$ cat src/rtl/mem_arb_pkg.sv
// Shared types and default sizes for the instruction/data memory arbiter.
package mem_arb_pkg;

    localparam int ADDR_W_DEF = 8;
    localparam int DATA_W_DEF = 32;

    typedef enum logic [1:0] {
        IDLE  = 2'd0,
        ISSUE = 2'd1,
        RESP  = 2'd2
    } state_t;

    typedef enum logic {
        PORT_IF = 1'b0,
        PORT_DM = 1'b1
    } port_t;

endpackage

$ cat src/rtl/mem_arbiter_if.sv
// Bundle of fetch port, data port and shared-memory signals around mem_arbiter.
// Handshake: a port raises req with stable fields and holds them until its one-cycle valid pulse; stall = req & ~valid.
interface mem_arbiter_if #(
    parameter int ADDR_W = mem_arb_pkg::ADDR_W_DEF,
    parameter int DATA_W = mem_arb_pkg::DATA_W_DEF
);
    logic              i_if_req;
    logic [31:0]       i_if_addr;
    logic [DATA_W-1:0] o_if_rdata;
    logic              o_if_valid;
    logic              o_if_stall;

    logic              i_dm_req;
    logic              i_dm_we;
    logic [31:0]       i_dm_addr;
    logic [DATA_W-1:0] i_dm_wdata;
    logic [DATA_W-1:0] o_dm_rdata;
    logic              o_dm_valid;
    logic              o_dm_stall;

    logic              o_mem_en;
    logic              o_mem_we;
    logic [ADDR_W-1:0] o_mem_addr;
    logic [DATA_W-1:0] o_mem_wdata;
    logic [DATA_W-1:0] i_mem_rdata;

    modport slave (
        input  i_if_req, i_if_addr, i_dm_req, i_dm_we, i_dm_addr, i_dm_wdata, i_mem_rdata,
        output o_if_rdata, o_if_valid, o_if_stall, o_dm_rdata, o_dm_valid, o_dm_stall,
        output o_mem_en, o_mem_we, o_mem_addr, o_mem_wdata
    );

    modport master (
        output i_if_req, i_if_addr, i_dm_req, i_dm_we, i_dm_addr, i_dm_wdata, i_mem_rdata,
        input  o_if_rdata, o_if_valid, o_if_stall, o_dm_rdata, o_dm_valid, o_dm_stall,
        input  o_mem_en, o_mem_we, o_mem_addr, o_mem_wdata
    );
endinterface

$ cat src/rtl/mem_arbiter_pick.sv
// Combinational grant selection between fetch and data ports.
// MEM_ARB_RR_EN selects round-robin on contention; otherwise data port has fixed priority.
module arb_pick
    import mem_arb_pkg::*;
(
    input  logic  if_req,
    input  logic  dm_req,
`ifdef MEM_ARB_RR_EN
    input  port_t last_grant,
`endif
    output logic  gnt_valid,
    output port_t gnt
);

    always_comb begin
        gnt_valid = if_req | dm_req;
        gnt       = PORT_DM;
`ifdef MEM_ARB_RR_EN
        // On contention the port that did not win last time goes first.
        if (if_req && dm_req) begin
            gnt = (last_grant == PORT_DM) ? PORT_IF : PORT_DM;
        end else if (if_req) begin
            gnt = PORT_IF;
        end
`else
        if (if_req && !dm_req) begin
            gnt = PORT_IF;
        end
`endif
    end

endmodule

$ cat src/rtl/mem_arbiter.sv
// Shares one synchronous-read word memory between fetch and data ports with an IDLE/ISSUE/RESP FSM.
// Build with MEM_ARB_RR_EN for round-robin arbitration instead of fixed data-port priority.
module mem_arbiter
    import mem_arb_pkg::*;
#(
    parameter int ADDR_W = ADDR_W_DEF,
    parameter int DATA_W = DATA_W_DEF
) (
    input  logic          i_clk,
    input  logic          i_rst_p,
    mem_arbiter_if.slave  bus,
    output state_t        dbg_state
);

    state_t            state_q, state_d;
    port_t             grant_q;
    logic [ADDR_W-1:0] addr_q;
    logic              we_q;
    logic [DATA_W-1:0] wdata_q;
    logic [DATA_W-1:0] if_rdata_q, dm_rdata_q;
    logic              if_valid_q, dm_valid_q;
    logic              take;

    logic  if_elig, dm_elig;
    logic  gnt_valid;
    port_t gnt;

    // A port that is receiving its valid pulse this cycle may not re-arbitrate.
    assign if_elig = bus.i_if_req & ~if_valid_q;
    assign dm_elig = bus.i_dm_req & ~dm_valid_q;

`ifdef MEM_ARB_RR_EN
    port_t last_grant_q;

    always_ff @(posedge i_clk or posedge i_rst_p) begin
        if (i_rst_p) begin
            last_grant_q <= PORT_DM;
        end else if (take) begin
            last_grant_q <= gnt;
        end
    end

    arb_pick u_pick (
        .if_req     (if_elig),
        .dm_req     (dm_elig),
        .last_grant (last_grant_q),
        .gnt_valid  (gnt_valid),
        .gnt        (gnt)
    );
`else
    arb_pick u_pick (
        .if_req    (if_elig),
        .dm_req    (dm_elig),
        .gnt_valid (gnt_valid),
        .gnt       (gnt)
    );
`endif

    always_ff @(posedge i_clk or posedge i_rst_p) begin
        if (i_rst_p) begin
            state_q <= IDLE;
        end else begin
            state_q <= state_d;
        end
    end

    always_comb begin
        state_d = state_q;
        take    = 1'b0;
        case (state_q)
            IDLE: begin
                if (gnt_valid) begin
                    take    = 1'b1;
                    state_d = ISSUE;
                end
            end
            ISSUE:   state_d = RESP;
            RESP:    state_d = IDLE;
            default: state_d = IDLE;
        endcase
    end

    always_ff @(posedge i_clk or posedge i_rst_p) begin
        if (i_rst_p) begin
            grant_q    <= PORT_DM;
            addr_q     <= '0;
            we_q       <= 1'b0;
            wdata_q    <= '0;
            if_rdata_q <= '0;
            dm_rdata_q <= '0;
            if_valid_q <= 1'b0;
            dm_valid_q <= 1'b0;
        end else begin
            if_valid_q <= 1'b0;
            dm_valid_q <= 1'b0;
            if (take) begin
                grant_q <= gnt;
                if (gnt == PORT_DM) begin
                    addr_q  <= bus.i_dm_addr[ADDR_W+1:2];
                    we_q    <= bus.i_dm_we;
                    wdata_q <= bus.i_dm_wdata;
                end else begin
                    addr_q <= bus.i_if_addr[ADDR_W+1:2];
                    we_q   <= 1'b0;
                end
            end
            if (state_q == RESP) begin
                if (grant_q == PORT_IF) begin
                    if_rdata_q <= bus.i_mem_rdata;
                    if_valid_q <= 1'b1;
                end else begin
                    dm_valid_q <= 1'b1;
                    // Stores only acknowledge; the last load data stays visible.
                    if (!we_q) begin
                        dm_rdata_q <= bus.i_mem_rdata;
                    end
                end
            end
        end
    end

    // Byte-lane and out-of-range address bits are intentionally dropped (word access, wraps).
    logic unused_addr_bits;
    assign unused_addr_bits = ^{bus.i_if_addr[31:ADDR_W+2], bus.i_if_addr[1:0],
                                bus.i_dm_addr[31:ADDR_W+2], bus.i_dm_addr[1:0]};

    assign bus.o_mem_en    = (state_q == ISSUE);
    assign bus.o_mem_we    = (state_q == ISSUE) & we_q;
    assign bus.o_mem_addr  = addr_q;
    assign bus.o_mem_wdata = wdata_q;

    assign bus.o_if_rdata = if_rdata_q;
    assign bus.o_if_valid = if_valid_q;
    assign bus.o_if_stall = bus.i_if_req & ~if_valid_q;
    assign bus.o_dm_rdata = dm_rdata_q;
    assign bus.o_dm_valid = dm_valid_q;
    assign bus.o_dm_stall = bus.i_dm_req & ~dm_valid_q;

    assign dbg_state = state_q;

endmodule

$ cat src/flat_wrapper.sv
// flat-port wrapper written by rule: the top's interface ports become plain ports
module mem_arbiter_flat import mem_arb_pkg::*;
#(
    parameter int ADDR_W = ADDR_W_DEF,
    parameter int DATA_W = DATA_W_DEF
)
  (i_clk, i_rst_p, dbg_state, bus_i_if_req, bus_i_if_addr, bus_i_dm_req, bus_i_dm_we, bus_i_dm_addr, bus_i_dm_wdata, bus_i_mem_rdata, bus_o_if_rdata, bus_o_if_valid, bus_o_if_stall, bus_o_dm_rdata, bus_o_dm_valid, bus_o_dm_stall, bus_o_mem_en, bus_o_mem_we, bus_o_mem_addr, bus_o_mem_wdata);
  mem_arbiter_if #(.ADDR_W(ADDR_W), .DATA_W(DATA_W)) bus_i ();
  input  logic i_clk;
  input  logic i_rst_p;
  output state_t dbg_state;
  input wire logic [$bits(bus_i.i_if_req)-1:0] bus_i_if_req;
  input wire logic [$bits(bus_i.i_if_addr)-1:0] bus_i_if_addr;
  input wire logic [$bits(bus_i.i_dm_req)-1:0] bus_i_dm_req;
  input wire logic [$bits(bus_i.i_dm_we)-1:0] bus_i_dm_we;
  input wire logic [$bits(bus_i.i_dm_addr)-1:0] bus_i_dm_addr;
  input wire logic [$bits(bus_i.i_dm_wdata)-1:0] bus_i_dm_wdata;
  input wire logic [$bits(bus_i.i_mem_rdata)-1:0] bus_i_mem_rdata;
  output wire logic [$bits(bus_i.o_if_rdata)-1:0] bus_o_if_rdata;
  output wire logic [$bits(bus_i.o_if_valid)-1:0] bus_o_if_valid;
  output wire logic [$bits(bus_i.o_if_stall)-1:0] bus_o_if_stall;
  output wire logic [$bits(bus_i.o_dm_rdata)-1:0] bus_o_dm_rdata;
  output wire logic [$bits(bus_i.o_dm_valid)-1:0] bus_o_dm_valid;
  output wire logic [$bits(bus_i.o_dm_stall)-1:0] bus_o_dm_stall;
  output wire logic [$bits(bus_i.o_mem_en)-1:0] bus_o_mem_en;
  output wire logic [$bits(bus_i.o_mem_we)-1:0] bus_o_mem_we;
  output wire logic [$bits(bus_i.o_mem_addr)-1:0] bus_o_mem_addr;
  output wire logic [$bits(bus_i.o_mem_wdata)-1:0] bus_o_mem_wdata;
  assign bus_i.i_if_req = bus_i_if_req;
  assign bus_i.i_if_addr = bus_i_if_addr;
  assign bus_i.i_dm_req = bus_i_dm_req;
  assign bus_i.i_dm_we = bus_i_dm_we;
  assign bus_i.i_dm_addr = bus_i_dm_addr;
  assign bus_i.i_dm_wdata = bus_i_dm_wdata;
  assign bus_i.i_mem_rdata = bus_i_mem_rdata;
  assign bus_o_if_rdata = bus_i.o_if_rdata;
  assign bus_o_if_valid = bus_i.o_if_valid;
  assign bus_o_if_stall = bus_i.o_if_stall;
  assign bus_o_dm_rdata = bus_i.o_dm_rdata;
  assign bus_o_dm_valid = bus_i.o_dm_valid;
  assign bus_o_dm_stall = bus_i.o_dm_stall;
  assign bus_o_mem_en = bus_i.o_mem_en;
  assign bus_o_mem_we = bus_i.o_mem_we;
  assign bus_o_mem_addr = bus_i.o_mem_addr;
  assign bus_o_mem_wdata = bus_i.o_mem_wdata;
  mem_arbiter #(.ADDR_W(ADDR_W), .DATA_W(DATA_W)) u_core (.i_clk(i_clk), .i_rst_p(i_rst_p), .bus(bus_i), .dbg_state(dbg_state));
endmodule
$ cat config.mk
export PLATFORM = sky130hd
export DESIGN_NAME = mem_arbiter_flat
export DESIGN_NICKNAME = d
export VERILOG_FILES = /design/src/rtl/mem_arb_pkg.sv /design/src/rtl/mem_arbiter_if.sv /design/src/rtl/mem_arbiter_pick.sv /design/src/rtl/mem_arbiter.sv /design/src/flat_wrapper.sv
export SDC_FILE = /design/constraint.sdc
export NUM_CORES = 1
export LEC_CHECK = 0
export ABC_AREA = 1
export CAP_MARGIN = 10
export CORE_ASPECT_RATIO = 1.75
export CORE_MARGIN = 2
export CORE_UTILIZATION = 35
export CTS_CLUSTER_SIZE = 24
export DETAILED_ROUTE_END_ITERATION = 12
export HOLD_SLACK_MARGIN = 0.08
export PLACE_DENSITY = 0.73
export SETUP_SLACK_MARGIN = 0.4
export SLEW_MARGIN = 15
export SYNTH_ARGS = -nofsm -noshare
export SYNTH_HDL_FRONTEND = slang
export SYNTH_HIERARCHICAL = 1
export SYNTH_SLANG_ARGS = --single-unit
$ cat constraint.sdc
create_clock -name i_clk -period 3.6 [get_ports i_clk]
set_input_delay 0.72 -clock i_clk [delete_from_list [all_inputs] [get_ports i_clk]]
set_output_delay 0.72 -clock i_clk [all_outputs]
set_load 0.005 [all_outputs]
Yosys cells after proc, flatten, opt, wreduce, memory -nomap -nowiden
Index checks and enable logic that the tools add are counted.
Word-level totals
  register bits: 110
  latch bits: 0
  memory bits (writable): 0
  ROM bits: 0
  input bits: 133
  output and inout bits: 112
  memories kept: 0
Cells by class
  add/sub/neg operators: 0
  $mul: 0
  divide/modulo/power cells: 0
  order comparisons: 0
  equality and inequality tests: 3
  shift operators: 0
  mux-type cells: 11
  bitwise gates (word level): 9
  reductions and logical operators: 6
Operators by type and width (count)
  $mux W1: 8
  $mux W8: 1
  $not A1 Y1: 5
  $pmux W2 S2: 1
  $reduce_and A2 Y1: 2
  $and A1 B1 Y1: 3
  $reduce_and A3 Y1: 1
  $eq A2 B1 Y1 const B: 1
  $eq A2 B2 Y1 const B: 1
  $logic_not A2 Y1: 1
  $mux W2: 1
  $ne A2 B1 Y1 const B: 1
  $logic_and A1 B1 Y1: 1
  $logic_not A1 Y1: 1
  $or A1 B1 Y1: 1

Longest topological paths before layout
  word-level depth: 6
  depth in mapped cells: 9
  gate-level depth less buffers: 8

Modules after synthesis
The synthesis kept the hierarchy.
Modules (own cells, without submodules)
  mem_arbiter: times used 1, cells each 506, area an instance 4548.1 um^2, seq. area each 2753.9 um^2
  arb_pick: times used 1, cells each 4, area an instance 15.0 um^2, seq. area each 0.0 um^2

Worst setup path before layout
Ideal clock, no wire load.
  path type: input port to flip-flop
  start: input bus_i_if_req
  end: register u_core.wdata_q[28], in the netlist u_core/bus.o_mem_wdata[28]
  data arrival time: 1.624 ns
  setup slack: 1.909 ns
  cell stages on the path: 8
  path through: inv_1 > nor2_1 > inv_1 > nand2_1 > buf_2 > clkbuf_1 > nand4_1 > nand2_1
On the way
  cells in the longest elaborated chain, start to end: 5
  elaborated cells on any way between the ends: 7
  classes of those cells: mux (2); bitwise (3); reduce/logical (2)
RTL lines
  start, declared: RTL line flat_wrapper.sv:12  | input wire logic [$bits(bus_i.i_if_req)-1:0] bus_i_if_req;
  $and A1 B1 Y1
  named net bus_o_if_stall: RTL line flat_wrapper.sv:21  | output wire logic [$bits(bus_i.o_if_stall)-1:0] bus_o_if_stall;
  $or A1 B1 Y1: RTL line mem_arbiter_pick.sv:16  | gnt_valid = if_req | dm_req;
  named net u_core.gnt_valid: RTL line mem_arbiter.sv:25  | logic gnt_valid;
  $mux W1: RTL line mem_arbiter.sv:72  | if (gnt_valid) begin
  $mux W1: RTL line mem_arbiter.sv:70  | case (state_q)
  $reduce_and A2 Y1 (no line)
  end signal, assigned: RTL line mem_arbiter.sv:101  | wdata_q <= bus.i_dm_wdata;
  end, declared: RTL line mem_arbiter.sv:19  | logic [DATA_W-1:0] wdata_q;
The timed path passes the listed nets, and every way through them passes these cells.
A chain may end at the register's enable or synchronous reset.

Worst setup path in the final report
  start: input bus_i_if_req
  end: output bus_o_if_stall
On the way
  cells in the longest elaborated chain, start to end: 1
RTL lines
  $and A1 B1 Y1: RTL line mem_arbiter.sv:134  | assign bus.o_if_stall = bus.i_if_req & ~if_valid_q;
  end, declared: RTL line flat_wrapper.sv:21
No other way between the ends.

==> summary.md <==
| Metric | Value |
|---|---|
| Bufs on Longest Clock Path | `2` |
| Postcts setup bufs | `0` |
| Post-Route WL | `around 13,000 um` |
| Clock Skew | `roughly 9.6 ps` |
| Drt first pass iters | `6` |
| Hold_buf cts | `0` |
| Post-Synth Adder-Cell Area | `0` |
| # diodes | `0` |
| Mean Syn Cell Area | `just under 9 um^2` |
| Worst ir drop on vdd | `between 0.0003 and 0.0004 V` |
| Worst r2r path cells | `5` |
| I/O pin count | `245` |
| Worst setup SP type | `input port` |
| Cell area after synthesis | `roughly 4600 um^2` |
| Layout area overhead | `50.8%` |
| EDFF count, synth | `0` |
| Gpl congestion | `roughly 0.76` |
| Nets@finish | `about 830` |
| Initial antenna violation count | `0` |
| Share of cells above drive strength 1 | `0.0488` |
| Final Hold Slack | `between 400 and 500 ps` |
| Routed length per placed instance | `roughly 15 um` |
| Mux cell area share after synthesis | `0` |
| Pre-CTS WS | `between 800 and 900 ps` |
| Async S/R FF share, synth | `1.00` |
| Cells after synthesis | `slightly above 500` |
| Worst R2R Start | `u_core/dbg_state[0]$_DFFE_PP0P_` |
| Slew headroom | `0.457` |
| Number of global-route vias before repair | `around 4,000` |
| Gr usage total | `0.184` |
| Core area | `12,800 um^2` |
| Largest net degree at the start of global routing | `between 100 and 150` |
| TritonCTS clock tree | `done` |
| Data arrival, critical path | `2010 ps` |
| Dominant cell type by area after synthesis | `dfrtp_1` |
| Vias | `slightly above 4,000` |
| Max_cap viols | `0` |
| Ys flop type | `dfrtp_1` |
| Reg clk slew, reported paths | `around 70 ps` |
| Crit path max fanout | `3` |
| DIE AREA | `14,000 um^2` |
| Initial core utilization | `0.357` |
| Status | `finished clean` |
| Root buffer cell | `clkbuf_16` |
| PnR worst setup slack | `870 ps` |
| Setup violators final | `0` |
| Final Hold Fails | `0` |
| Cts repair resizes | `0` |
| Sum Neg Setup Slack | `0 ps` |
| Clk sinks | `110` |
| Crit end category | `output port` |
| Mapped Nets | `643` |
| Switching power | `a little over 2 mW` |
| Synth area leaders | `dfrtp_1 60%, nand2_1 22%, nand4_1 4.4%` |
| # rows | `55` |
| DRC violations left | `0` |
| Synthesized flop and latch total | `110` |
| CTS Buf Count | `9` |
| Number of synthesis warnings | `6` |
| Period minus WS final | `2730 ps` |
| F_max | `approximately 370 MHz` |
| Via-to-Cell Ratio | `about 4.6` |
| Pwr Density | `856 nW/um^2` |
| Worst hold stages | `2` |
| Simple-gate share of the synthesized area | `0.323` |
| Die W | `between 90 and 100 um` |
| Post-synthesis xor/xnor area fraction | `0` |
| Slew @ Worst Pin | `roughly 810 ps` |
| GRT overflow | `0` |
| Final ANT Viol Nets | `0` |
| Compound-Gate Fraction of Synth Area | `0.00987` |
| Internal power | `3.83 mW` |
| Min-delay worst type | `reg2reg` |
| Clk pwr share | `0.173` |
| Gate power share | `0.454` |
| Final Max Slew Viols | `0` |
| Sequential fraction of the synthesis area | `0.604` |
| Worst hold start | `u_core/bus.o_mem_wdata[12]$_DFFE_PP0P_` |
| IO buf count | `a little under 200` |
| Die Span Y | `155 um` |
| First-pass GRT wire length | `about 21,000 um` |
| Distinct cells, synth | `21` |
| Critical Path Source | `bus_i_if_req` |
| P_leak | `~3.4 nW` |
| CTS HTree Levels | `3` |
| 1st-iter DRT viols | `198` |
| Power share of the sequential group | `0.373` |
| Most frequent cells after synthesis | `265 x nand2_1, 109 x dfrtp_1, 32 x nand3_1, 32 x nand4_1, 15 x inv_1` |
| Hold Path Sink | `u_core/bus.o_mem_wdata[12]$_DFFE_PP0P_` |
| Fin crit share | `0.758` |
| Worst Setup Path Type | `in2out` |
| Switching Share | `0.349` |
| Layout Utilization | `0.538` |
| Dpl hpwl | `9040 um` |
| Cell with the most instances after synthesis | `nand2_1` |
| Synth top area share | `0.598` |
| R2R Path End | `u_core/bus.o_mem_wdata[17]$_DFFE_PP0P_` |
| Worst path required time | `roughly 2900 ps` |
| Internal reg-to-reg setup slack | `~1600 ps` |
| Worst-Skew Late Latency | `between 300 and 400 ps` |
| RSZ-0062 raised after global routing | `false` |
| Largest family of logic cells by synthesized area | `simple AND/OR/NAND/NOR gates` |
[state kept, by name, indices dropped and copies added (netlist names)]
signal and count:
u_core/bus.o_dm_rdata 32, u_core/bus.o_if_rdata 32, u_core/bus.o_mem_wdata 32, u_core/bus.o_mem_addr 8
u_core/dbg_state 2, u_core/bus.o_dm_valid 1, u_core/bus.o_if_valid 1, u_core/grant_q 1
u_core/we_q 1
[power by group through the flow]
stage / Sequential [mW] / Clock (mW) / Combinational (mW)
2_1_floorplan: 2.24 / 0 / 1.14
3_3_place_gp: 2.20 / 0 / 2.64
3_5_place_dp: 2.22 / 0 / 2.71
4_1_cts: 2.21 / 1.05 / 2.72
5_1_grt: 2.27 / 1.11 / 2.94
6_report: 2.20 / 1.02 / 2.67
[worst max-delay path by stage]
stage | cells after the start | endpoint | slack (ps)
2_1_floorplan | 1 | u_core/bus.o_dm_rdata[0]$_DFFE_PP0P_ | 1550
3_3_place_gp | 9 | u_core/bus.o_mem_wdata[27]$_DFFE_PP0P_ | 860
3_5_place_dp | 9 | u_core/bus.o_mem_wdata[15]$_DFFE_PP0P_ | 830
4_1_cts | 4 | bus_o_if_stall | 890
5_1_grt | 4 | bus_o_if_stall | 810
6_report | 4 | bus_o_if_stall | 870
[metrics by stage]
| stage | power (mW) | area, um^2 | std cells |
|---|---|---|---|
| after detailed placement | 4.93 | 6570 | 852 |
| after floorplan | 3.37 | 4570 | 510 |
| after CTS | 5.97 | 6880 | 868 |
| final | 5.89 | 6880 | 868 |
| after global routing | 6.33 | 6880 | 868 |
| after global placement | 4.85 | 6570 | 852 |
[layout by cell type, fill, tap and decap left out]
cell type        instances
and3_2                   1
buf_12                   1
buf_4                    5
bufinv_16                1
clkbuf_1                 1
clkbuf_16                9
clkdlybuf4s50_1        196
clkinv_4                 3
clkinvlp_4               1
dfrtp_1                109
dfstp_2                  1
inv_1                   14
inv_2                    2
inv_8                    2
nand2_1                265
nand2_4                  2
nand3_1                 32
nand3_2                  1
nand4_1                 32
nor2_1                   5
nor2_2                   1
nor2_4                   3
nor2_8                   1
o21ai_0                  8
o21ai_1                  1
[layer usage]
layer | wire length [um] | global-route usage | vias up
li1 | - | - | 1968
met1 | 4990 | 0.210 | 1912
met2 | 6820 | 0.336 | 142
met3 | 714 | 0.0475 | 11
met4 | 160 | 0.0549 | 0
met5 | 0 | 0 | -
[area by class of cell]
cell class              count  area [um^2]
clock inverters             6         78.8
flip-flops and latches    110         2750
repair buffers            202         2020
clock buffers              10          229
fillers                  1148         5920
multi-input cells         352         1520
inverters                  17         67.6
well taps                 171          214
[kinds of logic after synthesis]
group	after synthesis
buffers and inverters	48
flip-flops	110
AO/OA/AOI/OAI	9
AND/OR/NAND/NOR	343
[critical path: stages]
cell             delay (ps)
clkdlybuf4s50_1         460
inv_1                    40
nor2_1                  220
clkdlybuf4s50_1         580
No activity file was read; power rests on OpenSTA's default activity.
